===== src/rtl/sub_serial_16.sv =====
// Multi-cycle unsigned subtractor: diff = a - b - b_in, one DIGIT-bit slice per clock, LSB first.
// Define SUB_SERIAL_OVF_EN to add the registered signed-overflow output ovf.
module sub_serial_16 #(
  parameter int unsigned WIDTH = 16,
  parameter int unsigned DIGIT = 4
) (
  input  logic             clk,
  input  logic             rst,
  input  logic             start,
  input  logic [WIDTH-1:0] a,
  input  logic [WIDTH-1:0] b,
  input  logic             b_in,
  output logic             busy,
  output logic             done,
  output logic [WIDTH-1:0] diff,
  output logic             b_out
`ifdef SUB_SERIAL_OVF_EN
  ,
  output logic             ovf
`endif
);

  localparam int unsigned N    = WIDTH / DIGIT;
  localparam int unsigned CntW = (N > 1) ? $clog2(N) : 1;
  localparam logic [CntW-1:0] LastCnt = CntW'(N - 1);

  typedef enum logic [1:0] {StIdle, StRun, StDone} state_e;

  state_e           state_q;
  logic [CntW-1:0]  cnt_q;
  logic [WIDTH-1:0] a_q;
  logic [WIDTH-1:0] b_q;
  logic [WIDTH-1:0] work_q;
  logic             borrow_q;

  int               slice_lo;
  logic [DIGIT-1:0] a_sl;
  logic [DIGIT-1:0] b_sl;
  logic [DIGIT-1:0] d_sl;
  logic             carry;
  logic             msb_cin;
  logic             bo;
  logic [WIDTH-1:0] work_d;

  // Slice datapath: a + ~b + ~borrow, borrow out is the inverted carry.
  always_comb begin
    slice_lo = int'(cnt_q) * int'(DIGIT);
    a_sl     = a_q[slice_lo +: DIGIT];
    b_sl     = b_q[slice_lo +: DIGIT];
    d_sl     = '0;
    carry    = ~borrow_q;
    msb_cin  = carry;
    for (int i = 0; i < int'(DIGIT); i++) begin
      msb_cin = carry;
      d_sl[i] = a_sl[i] ^ ~b_sl[i] ^ carry;
      carry   = (a_sl[i] & ~b_sl[i]) | (a_sl[i] & carry) | (~b_sl[i] & carry);
    end
    bo     = ~carry;
    work_d = work_q;
    work_d[slice_lo +: DIGIT] = d_sl;
  end

  always_ff @(posedge clk or posedge rst) begin
    if (rst) begin
      state_q  <= StIdle;
      cnt_q    <= '0;
      a_q      <= '0;
      b_q      <= '0;
      work_q   <= '0;
      borrow_q <= 1'b0;
      diff     <= '0;
      b_out    <= 1'b0;
      done     <= 1'b0;
      busy     <= 1'b0;
`ifdef SUB_SERIAL_OVF_EN
      ovf      <= 1'b0;
`endif
    end else begin
      case (state_q)
        StIdle: begin
          done <= 1'b0;
          busy <= 1'b0;
          if (start) begin
            a_q      <= a;
            b_q      <= b;
            borrow_q <= b_in;
            cnt_q    <= '0;
            busy     <= 1'b1;
            state_q  <= StRun;
          end
        end
        StRun: begin
          work_q   <= work_d;
          borrow_q <= bo;
          cnt_q    <= cnt_q + 1'b1;
          if (cnt_q == LastCnt) begin
            // Last slice goes straight into diff; working register bypassed.
            diff    <= work_d;
            b_out   <= bo;
`ifdef SUB_SERIAL_OVF_EN
            ovf     <= msb_cin ^ carry;
`endif
            cnt_q   <= '0;
            done    <= 1'b1;
            state_q <= StDone;
          end
        end
        StDone: begin
          done    <= 1'b0;
          busy    <= 1'b0;
          state_q <= StIdle;
        end
        default: begin
          done    <= 1'b0;
          busy    <= 1'b0;
          state_q <= StIdle;
        end
      endcase
    end
  end

endmodule


===== config.mk =====
export PLATFORM = sky130hd
export DESIGN_NAME = sub_serial_16
export DESIGN_NICKNAME = d
export VERILOG_FILES = /design/src/rtl/sub_serial_16.sv
export SDC_FILE = /design/constraint.sdc
export NUM_CORES = 1
export LEC_CHECK = 0
export ABC_AREA = 1
export ABC_CLOCK_PERIOD_IN_PS = 3300
export BUFFER_PORTS_ARGS = -buffer_cell sky130_fd_sc_hd__buf_2
export CORE_UTILIZATION = 45
export DETAILED_ROUTE_END_ITERATION = 8
export PLACE_DENSITY = 0.67
export SYNTH_ARGS = -nofsm -noshare
export SYNTH_HDL_FRONTEND = slang
export SYNTH_SLANG_ARGS = --single-unit

===== constraint.sdc =====
create_clock -name clk -period 3.3 [get_ports clk]
set_input_delay 0.165 -clock clk [delete_from_list [all_inputs] [get_ports clk]]
set_output_delay 0.165 -clock clk [all_outputs]
set_load 0.005 [all_outputs]

== After elaboration in Yosys (flattened, before gate mapping) ==
Cells that the tools add are included.

* $add $sub $neg: 2
* Equal/unequal tests: 4
* Shifts and indexed selects: 4
* Multiplexer cells: 13
* Bitwise logic cells: 34
* Reduce and logical (&&, ||, !) cells: 6

{| class="wikitable"
|+ Operator list
! operator !! count
|-
| $neg A4 Y33 || 1
|-
| $shift A4 B33 Y16 const A || 1
|-
| $shiftx A4 B33 Y16 || 1
|-
| $shiftx A16 B5 Y4 || 2
|-
| $bwmux W16 || 1
|-
| $and A1 B1 Y1 || 12
|-
| $mux W2 || 4
|-
| $or A1 B1 Y1 || 8
|-
| $pmux W2 S2 || 2
|-
| $reduce_and A2 Y1 || 4
|-
| $xor A1 B1 Y1 || 8
|-
| $not A1 Y1 || 6
|-
| $mux W1 || 4
|-
| $ne A2 B2 Y1 const B || 2
|-
| $pmux W1 S2 || 2
|-
| $add A2 B1 Y2 const B || 1
|-
| $eq A2 B1 Y1 const B || 1
|-
| $eq A2 B2 Y1 const B || 1
|-
| $logic_not A2 Y1 || 1
|-
| $reduce_bool A2 Y1 || 1
|}

* Bits in registers: 72
* Output and inout bits: 19
* Logic and storage cells: 73

== Longest topological paths before layout ==
Gate-level depths: netlist (run 1).

* Depth in word-level cells: 16
* Depth in mapped cells: 15
* Depth with buffers taken out: 14

== Worst setup path after synthesis (run 1) ==
No wires, ideal clock.

* Path kind: register to register
* From: register cnt_q[0]
* To: register work_q[7]
* Library setup time: 65 ps
* Data arrival time: 2966 ps
* Slack: 269 ps
* Stages on the path, launching flop included: 15
* Cell sequence: dfrtp_1 > inv_2 > buf_2 > o21ai_0 > o21ai_0 > fa_1 > fa_1 > fa_1 > fa_1 > inv_1 > nor2_1 > nand3_1 > nand2_1 > nand2_1 > nand2_1

* Longest elaborated chain between the ends: 14
* Elaborated cells on any way between the ends: 33

{| class="wikitable"
|+ Ends and longest elaborated chain
! element !! RTL line !! text
|-
| start: declaration || 30 || <nowiki>logic [CntW-1:0] cnt_q;</nowiki>
|-
| start signal: assignment || 95 || <nowiki>cnt_q <= cnt_q + 1'b1;</nowiki>
|-
| $shiftx A16 B5 Y4 || 49 || <nowiki>b_sl = b_q[slice_lo +: DIGIT];</nowiki>
|-
| $not A1 Y1 || 55, 56 ||
|-
| $and A1 B1 Y1 || 56 || <nowiki>carry = (a_sl[i] & ~b_sl[i]) | (a_sl[i] & carry) | (~b_sl[i] & carry);</nowiki>
|-
| $or A1 B1 Y1 (2 in series) || 56 ||
|-
| $and A1 B1 Y1 || 56 ||
|-
| $or A1 B1 Y1 (2 in series) || 56 ||
|-
| $and A1 B1 Y1 || 56 ||
|-
| $or A1 B1 Y1 (2 in series) || 56 ||
|-
| $xor A1 B1 Y1 || 55 || <nowiki>d_sl[i] = a_sl[i] ^ ~b_sl[i] ^ carry;</nowiki>
|-
| $shiftx A4 B33 Y16 || 60 || <nowiki>work_d[slice_lo +: DIGIT] = d_sl;</nowiki>
|-
| $bwmux W16 * || 60 ||
|-
| end signal: assignment || 93 || <nowiki>work_q <= work_d;</nowiki>
|-
| end: declaration || 33 || <nowiki>logic [WIDTH-1:0] work_q;</nowiki>
|}

Mark *: on every way between the ends. The rest lies on a longest branch, timed or not.
A chain may end at the register's enable or synchronous reset.

== Worst setup path in the final report (run 1) ==
* From: register cnt_q[0]
* To: register diff[7]

* Longest elaborated chain between the ends: 14
* Elaborated cells on any way between the ends: 35

{| class="wikitable"
|+ Ends and longest elaborated chain
! element !! RTL line !! text
|-
| $shiftx A16 B5 Y4 || 49 ||
|-
| $not A1 Y1 || 55, 56 ||
|-
| $and A1 B1 Y1 || 56 ||
|-
| $or A1 B1 Y1 (2 in series) || 56 ||
|-
| $and A1 B1 Y1 || 56 ||
|-
| $or A1 B1 Y1 (2 in series) || 56 ||
|-
| $and A1 B1 Y1 || 56 ||
|-
| $or A1 B1 Y1 (2 in series) || 56 ||
|-
| $xor A1 B1 Y1 || 55 ||
|-
| $shiftx A4 B33 Y16 || 60 ||
|-
| $bwmux W16 || 60 ||
|-
| end signal: assignment || 98 || <nowiki>diff <= work_d;</nowiki>
|-
| end: declaration || 15 || <nowiki>output logic [WIDTH-1:0] diff,</nowiki>
|}

Several ways; a longest one is shown, not always the timed one.

==> results of run 1 <==
## worst max path at each step
stage | from | slack [ns] | depth (start not counted) | endpoint
4_1_cts | cnt_q[0] | 0.12 | 14 | diff[7]
3_3_place_gp | cnt_q[0] | 0.23 | 14 | work_q[7]
3_5_place_dp | cnt_q[0] | 0.16 | 14 | diff[7]
6_report | cnt_q[0] | 0.17 | 14 | diff[7]
2_1_floorplan | cnt_q[0] | 0.27 | 14 | work_q[7]
5_1_grt | cnt_q[0] | 0.04 | 13 | work_q[7]
## layout make-up
cell class	count	area [um2]	share of cell area, %
sequential	72	1802	44.01
multi-input combinational	322	1430	34.93
timing repair buffer	67	376.6	9.199
clock buffer	11	151.4	3.698
tap	99	123.9	3.026
inverter	28	107.6	2.628
clock inverter	5	102.6	2.506
## cell families after synthesis
| group | count (synthesis) |
|---|---|
| fa+ha+maj | 10 |
| simple gates | 283 |
| compound gates | 29 |
| buf+inv | 45 |
| flops | 72 |
## routing by layer
metal / up-vias / wire [um]
met3: 4 / 331
met4: 0 / 47
met2: 69 / 3508
li1: 1469 / -
met1: 1359 / 3493
met5: - / 0
## repair_timing
action                                 in CTS  in global routing
gates resized for setup                     0                  5
hold buffers                                2                  0
setup endpoints to repair                   0                  5
buffers inserted                            0                  3
endpoints found under the hold margin      37                  0
## worst max-delay path, stage by stage, from the launching register on
cell	delay, ns
dfrtp_1	0.42
buf_6	0.23
nand2_1	0.08
nand3_1	0.08
nand2_1	0.07
fa_1	0.39
fa_2	0.36
fa_1	0.39
fa_2	0.57
inv_1	0.04
nor2_1	0.13
nand3_1	0.09
nand2_1	0.09
nand2_1	0.06
nand2_1	0.06
## stage by stage
stage	setup slack [ns]	area (um2)
after CTS	0.1207	4060
after detailed placement	0.1622	3786
after global placement	0.2311	3786
after global routing	0.04339	4094
final	0.1736	4094
after floorplan	0.2690	3451
## power by group through the flow
stage	Sequential, uW	Combinational, uW	Clock (uW)
6_report	1450	1930	870
5_1_grt	1490	2210	924
4_1_cts	1450	1880	890
3_5_place_dp	1460	1870	0
3_3_place_gp	1460	1820	0
2_1_floorplan	1430	1380	0
## layout by cell type (no fill, tap or decap), types with 4 or more instances in the layout
| cell type | n |
|---|---|
| a21oi_1 | 4 |
| buf_2 | 54 |
| buf_4 | 10 |
| clkbuf_8 | 11 |
| dfrtp_1 | 72 |
| ha_1 | 6 |
| inv_1 | 22 |
| inv_2 | 5 |
| nand2_1 | 242 |
| nand3_1 | 22 |
| nor2_1 | 16 |
| o21ai_0 | 18 |
| o21bai_1 | 4 |
## sequential cells by signal (all words and copies together) (netlist names)
signal	cells
a_q	16
b_out	1
b_q	16
borrow_q	1
busy	1
cnt_q	2
diff	16
done	1
state_q	2
work_q	16
==> flow_summary.ini, run 1 <==
[status]
status = finished, final reports clean

[placement]
place_congestion = 0.8526
io_buffer_count = 54
dpl.cell_count = 583
dp.final_hpwl_mm = 5.086

[clock_tree]
path_clk_slew_ns = 0.08
insertion_delay_ns = 0.35
clock_sinks = 72
clockBufferDepth = 2
cts_tree = yes
htreeDepth = 3
cts_root_buf = clkbuf_8
cts_made_buffers = 9

[floorplan]
rows = 31
dieArea_mm2 = 0.008023
design.core.area_mm2 = 0.007331
die_x_um = 89.57
die_h_um = 89.57
io_pins = 55
initial_utilization_pct = 47.07

[timing]
hold_ws_ns = 0.01096
setup_viol = 0
timing.setup.tns_ns = 0
rsz0062_at_grt = false
relSlewSlack_pct = 43.98
skew_ns = 0.008564
fmaxAchievable_mhz = 319.9
period_minus_slack_ns = 3.126
hold_viol = 0
finalCritPeriodShare_pct = 94.74
drv_slew = 0
worstMarginPinSlew_ns = 0.8394

[critical_path]
critPathKind = flip-flop to flip-flop
worstReg2RegStart = cnt_q[0]
r2r_setup_slack_ns = 0.17
r2r_end = diff[7]
cp-start-kind = flip-flop
ff2ff_path_depth = 14
cp-end-kind = flip-flop
worst_ep_required_time_ns = 3.58
crit_fanout = 25
cp.arrival_ns = 3.41

[global_route]
grt_pass1_vias = 2729
use_met1_pct = 26.57
grt_max_degree = 39
antenna_found_initial = 0
grt_use_met3_pct = 5.302
grt.met2_usage_pct = 32.99
grt_pass1_wl_mm = 12.34
top_usage_layer = met2
overflow = 0
grt_use_total_pct = 20.48

[power]
swShare_pct = 40.97
leakage_uw = 0.002329
powerDensity_mw_per_mm2 = 1038
pwr-share-clk_pct = 20.5
switchingPower_uw = 1741
seq_power_share_pct = 34.1
total_power_uw = 4250
ir_drop_uv = 523.1
intPower_uw = 2509
power.share.combinational_pct = 45.4

[synthesis]
synth_top_area_cell = dfrtp_1
synth_top_family_by_area = simple AND/OR/NAND/NOR gates
ys_async_sr_fraction_pct = 100.0
synthMuxAreaShare_pct = 0
synthTopCellsByArea = dfrtp_1 52%, nand2_1 26%, nand3_1 3.2%
ys_ff_latch = 72
ys_seq_area_share_pct = 52.21
syn-num-nets = 485
synth_compound_area_share_pct = 4.605
synth_top_cell_area_share_pct = 52.21
synth_warnings = 0
synth_cell_type_count = 19
yosysMostFrequentCell = nand2_1
avgSynthCellArea_um2 = 7.861
yosys.area_share.simple_pct = 32.12
syn_inst = 439
synth_ff_type = dfrtp_1
syn_area_mm2 = 0.003451
synth_edf_count = 0
synth-adder-area-share_pct = 4.496
yosys-top-cells-count = 242 x nand2_1, 72 x dfrtp_1, 24 x inv_1
synth_xor_area_share_pct = 0

[layout]
final_cells = 604
diodes = 0
nNetsFinal = 546
synthToLayoutAreaGrowth_pct = 18.64
final.fill_count = 687
post-route-util_pct = 55.85
drive_gt1_share_pct = 18.22

[route]
ant_nets = 0
first_pass_iters = 4
first_iter_violations = 149
totalWireLength_mm = 7.380
drc = 0
routed_via_density = 4.803
wire_per_inst_um = 12.22
vias = 2901

[hold_path]
hold_class = primary input to flip-flop
hp-start = b[2]
holdPathEnd = b_q[2]
min_path_cells = 3

[flow_run]
drv_cap = 0
Power figures use the tool's default switching activity.
==> run 2, diff against run 1 <==
- PLACE_DENSITY: 0.67 -> 0.71
==> flow_summary.ini, run 2 (synthesis results as in run 1) <==
[timing]
setup_viol = 0
timing.setup.tns_ns = 0
finalCritPeriodShare_pct = 94.50
drv_slew = 0
fmaxAchievable_mhz = 320.7
hold_ws_ns = 0.009935
hold_viol = 0
relSlewSlack_pct = 42.34
period_minus_slack_ns = 3.118
rsz0062_at_grt = false
fin_ws_ns = 0.1817
worstMarginPinSlew_ns = 0.8639
skew_ns = 0.008991

[power]
leakage_uw = 0.002287
ir_drop_uv = 466.6
powerDensity_mw_per_mm2 = 1001

[status]
status = finished, final reports clean

[route]
routed.top_layer = met4
wl_met3_um = 265
first_pass_iters = 5
ant_nets = 0
wire_per_inst_um = 12.08
vias = 2871
first_iter_violations = 123
met2_length_mm = 3.372
routed_via_density = 4.777
drc = 0
wl_met1_mm = 3.503
totalWireLength_mm = 7.258

[clock_tree]
htreeDepth = 3
cts_root_buf = clkbuf_8
cts_setup_buffers = 0
path_clk_slew_ns = 0.08
cts_made_buffers = 9
insertion_delay_ns = 0.35
cts_tree = yes
clockBufferDepth = 2
clock_sinks = 72

[critical_path]
cp_slowest_stage_delay_ns = 0.57
cp-endpoint = work_q[7]
cp-start-kind = flip-flop
r2r_setup_slack_ns = 0.18
cp.arrival_ns = 3.40
worst_ep_required_time_ns = 3.58
critPathSlowestCell = fa_2
crit_fanout = 25
crit_start = cnt_q[0]
ff2ff_path_depth = 13
critPathKind = flip-flop to flip-flop
worstReg2RegStart = cnt_q[0]
r2r_end = work_q[7]
cp-end-kind = flip-flop
crit_chain = buf_12 > nor2_1 > o21ai_1 > fa_1 > fa_1 > fa_1 > fa_2 > inv_1 > nor2_1 > nand3_1 > nand2_1 > nand2_1 > nand2_1

[placement]
dp.final_hpwl_mm = 5.020
io_buffer_count = 54
place_congestion = 0.8058
post-place-ws_ns = 0.1496

[global_route]
grt_max_degree = 39
antenna_found_initial = 0
overflow = 0
grt_use_total_pct = 20.76
grt_pass1_wl_mm = 12.48
grt_pass1_vias = 2774

[floorplan]
rows = 31
die_h_um = 89.57
io_pins = 55
design.core.area_mm2 = 0.007331
die_x_um = 89.57
dieArea_mm2 = 0.008023
initial_utilization_pct = 47.07

[layout]
final_common_cell = nand2_1
final.fill_count = 712
diodes = 0
nNetsFinal = 543
synthToLayoutAreaGrowth_pct = 16.06
drive_gt1_share_pct = 16.93
layout_common_cells = 242 x nand2_1, 71 x dfrtp_1, 54 x buf_2

[hold_path]
hold_class = primary input to flip-flop

[flow_run]
drv_cap = 0
[run 2: cell types whose count changed in the layout (fill, tap and decap cells not counted), moves of 2 or more]
cell | previous run | this run
clkinv_2 | 1 | 3
clkbuf_8 | 11 | 9
buf_4 | 10 | 7
clkbuf_1 | 0 | 3
bufinv_16 | 3 | 1
[run 2: what timing repair did]
action                                  4_1_cts  5_1_grt
hold buffers                                  2        0
resized for setup                             0        7
endpoints found under the setup margin        0        4
hold endpoints to repair                     38        0
[run 2: routing by layer]
layer	up-vias	track usage, %
met5	-	0
met4	0	8.369
met3	10	3.291
met2	66	33.61
met1	1335	28.08
li1	1460	-
[run 2: area by class of cell]
class / instances / area (um2) / area share (%)
sequential: 72 / 1803 / 45.02
multi-input combinational: 322 / 1428 / 35.65
clock inverter: 4 / 45.04 / 1.125
timing repair buffer: 64 / 362.8 / 9.060
tap: 99 / 123.9 / 3.093
inverter: 28 / 107.6 / 2.687
clock buffer: 12 / 135.1 / 3.374
[run 2: critical path: cells and delay by family (launching register included)]
| kind | cells | cell delay, ns |
|---|---|---|
| adder cells (fa/ha/maj) | 4 | 1.77 |
| AND/OR/NAND/NOR | 6 | 0.52 |
| flip-flops | 1 | 0.44 |
| buffers and inverters | 2 | 0.22 |
| AO/OA/AOI/OAI | 1 | 0.10 |
[run 2: how the worst min path moves through the flow]
| stage | slack [ns] | endpoint | cells past startpoint | start |
|---|---|---|---|---|
| after floorplan | 0.27 | a_q[0] | 2 | a[0] |
| after global placement | 0.35 | diff[4] | 2 | rst |
| after detailed placement | 0.36 | diff[4] | 2 | rst |
| after CTS | 0.001 | a_q[13] | 3 | a[13] |
| after global routing | 0.02 | b_q[5] | 3 | b[5] |
| final | 0.01 | a_q[13] | 3 | a[13] |
[run 2: where the power goes]
group	switching, uW	internal (uW)	total (uW)	leakage (uW)
Clock	316	346	662	0.0000941
Sequential	199	1250	1450	0.000935
Combinational	1200	702	1900	0.00126
Total	1710	2300	4010	0.00229
[run 2: metrics by stage]
step	power [uW]	cells	util (%)	cell area [um2]
detailed placement	3330	583	51.65	3786
global placement	3290	583	51.65	3786
global route	4426	601	54.63	4005
floorplan	2807	439	-	3451
CTS	4001	601	54.38	3986
finish	4011	601	54.63	4005
==> run 3, diff against run 2 <==
- RECOVER_POWER: unset -> 25
==> flow_summary.ini, run 3 (synthesis results as in run 1) <==
[critical_path]
cp-start-kind = flip-flop
cp-end-kind = flip-flop
critPathKind = flip-flop to flip-flop
cp.arrival_ns = 3.40
ff2ff_path_depth = 13
worstReg2RegStart = cnt_q[0]
r2r_end = work_q[7]
r2r_setup_slack_ns = 0.18
crit_fanout = 25
worst_ep_required_time_ns = 3.58

[floorplan]
dieArea_mm2 = 0.008023
io_pins = 55
die_x_um = 89.57
die_h_um = 89.57
rows = 31
initial_utilization_pct = 47.07
design.core.area_mm2 = 0.007331

[global_route]
grt_pass1_vias = 2774
antenna_found_initial = 0
grt_max_degree = 39
grt_use_total_pct = 20.76
grt_pass1_wl_mm = 12.48
overflow = 0

[hold_path]
min_path_cells = 3
hold_class = primary input to flip-flop
hp-start = a[13]
holdPathEnd = a_q[13]

[power]
ir_drop_uv = 464.2
powerDensity_mw_per_mm2 = 1002
leakage_uw = 0.002223

[placement]
place_area_mm2 = 0.003786
place_congestion = 0.8058
dpl.cell_count = 583
io_buffer_count = 54
dp.final_hpwl_mm = 5.020

[timing]
drv_slew = 0
setup_viol = 0
finalCritPeriodShare_pct = 94.48
period_minus_slack_ns = 3.118
hold_viol = 0
relSlewSlack_pct = 6.740
timing.setup.tns_ns = 0
worstMarginPinSlew_ns = 1.397
fmaxAchievable_mhz = 320.7
rsz0062_at_grt = false
skew_ns = 0.008591

[route]
drc = 0
ant_nets = 0
first_iter_violations = 100
wire_per_inst_um = 12.09
routed_via_density = 4.775
vias = 2870
first_pass_iters = 4
totalWireLength_mm = 7.264

[layout]
layout_common_cells = 242 x nand2_1, 71 x dfrtp_1, 38 x buf_2
final_area_mm2 = 0.003985
nNetsFinal = 543
diodes = 0
drive_gt1_share_pct = 13.55
final_cells = 601
final.fill_count = 714
synthToLayoutAreaGrowth_pct = 15.48
final_common_cell = nand2_1

[clock_tree]
htreeDepth = 3
cts_made_buffers = 9
cts_setup_buffers = 0
cts_root_buf = clkbuf_8
insertion_delay_ns = 0.35
clockBufferDepth = 2
clock_sinks = 72
path_clk_slew_ns = 0.08
cts_tree = yes

[flow_run]
drv_cap = 0

[status]
status = finished, final reports clean
[run 3: changes by cell type in the layout (fill, tap and decap cells not counted), sizes merged]
| cell | change |
|---|---|
| buf | -16 |
| clkbuf | +16 |
[run 3: worst max path at each step]
stage	end	cells past startpoint	from	slack, ns
finish	work_q[7]	13	cnt_q[0]	0.18
global route	diff[11]	13	cnt_q[0]	0.003
CTS	work_q[7]	13	cnt_q[0]	0.14
detailed placement	work_q[7]	13	cnt_q[0]	0.15
global placement	diff[7]	13	cnt_q[0]	0.26
floorplan	work_q[7]	14	cnt_q[0]	0.27
[run 3: power by group]
group | internal [uW] | switching, uW
Combinational | 682 | 1200
Sequential | 1250 | 202
Clock | 346 | 317
[run 3: per-layer routing]
metal	vias up	global-route usage (%)	part of all wire [%]
met3	10	3.291	3.9
met4	0	8.369	1.6
li1	1458	-	-
met2	71	33.61	46
met1	1331	28.08	48
met5	-	0	0
[run 3: stage by stage]
step / power (uW) / setup WS [ns] / hold slack (ns) / utilization [%]
after global routing: 4409 / 0.002569 / 0.01723 / 54.36
after global placement: 3290 / 0.2555 / 0.3468 / 51.65
after floorplan: 2807 / 0.2690 / 0.2746 / -
final: 3994 / 0.1821 / 0.01164 / 54.36
after detailed placement: 3330 / 0.1496 / 0.3592 / 51.65
after CTS: 4001 / 0.1367 / 0.001029 / 54.38
[run 3: final cells by class]
| cell class | count | area (um2) | area share (%) |
|---|---|---|---|
| Clock inverter | 4 | 45.04 | 1.130 |
| Timing Repair Buffer | 64 | 342.8 | 8.603 |
| Multi-Input combinational cell | 322 | 1428 | 35.82 |
| Inverter | 28 | 107.6 | 2.700 |
| Sequential cell | 72 | 1803 | 45.24 |
| Clock buffer | 12 | 135.1 | 3.391 |
| Tap cell | 99 | 123.9 | 3.108 |
[run 3: critical path: stages, from the launching register on]
cell     delay [ns]
dfrtp_2        0.44
buf_12         0.17
nor2_1         0.11
o21ai_1        0.10
fa_1           0.41
fa_1           0.39
fa_1           0.40
fa_2           0.57
inv_1          0.05
nor2_1         0.12
nand3_1        0.09
nand2_1        0.09
nand2_1        0.05
nand2_1        0.06
[run 3: what timing repair did]
item,CTS,global route
hold buffers,2,0
gates resized for setup,0,7
setup endpoints to repair,0,4
hold endpoints to repair,38,0
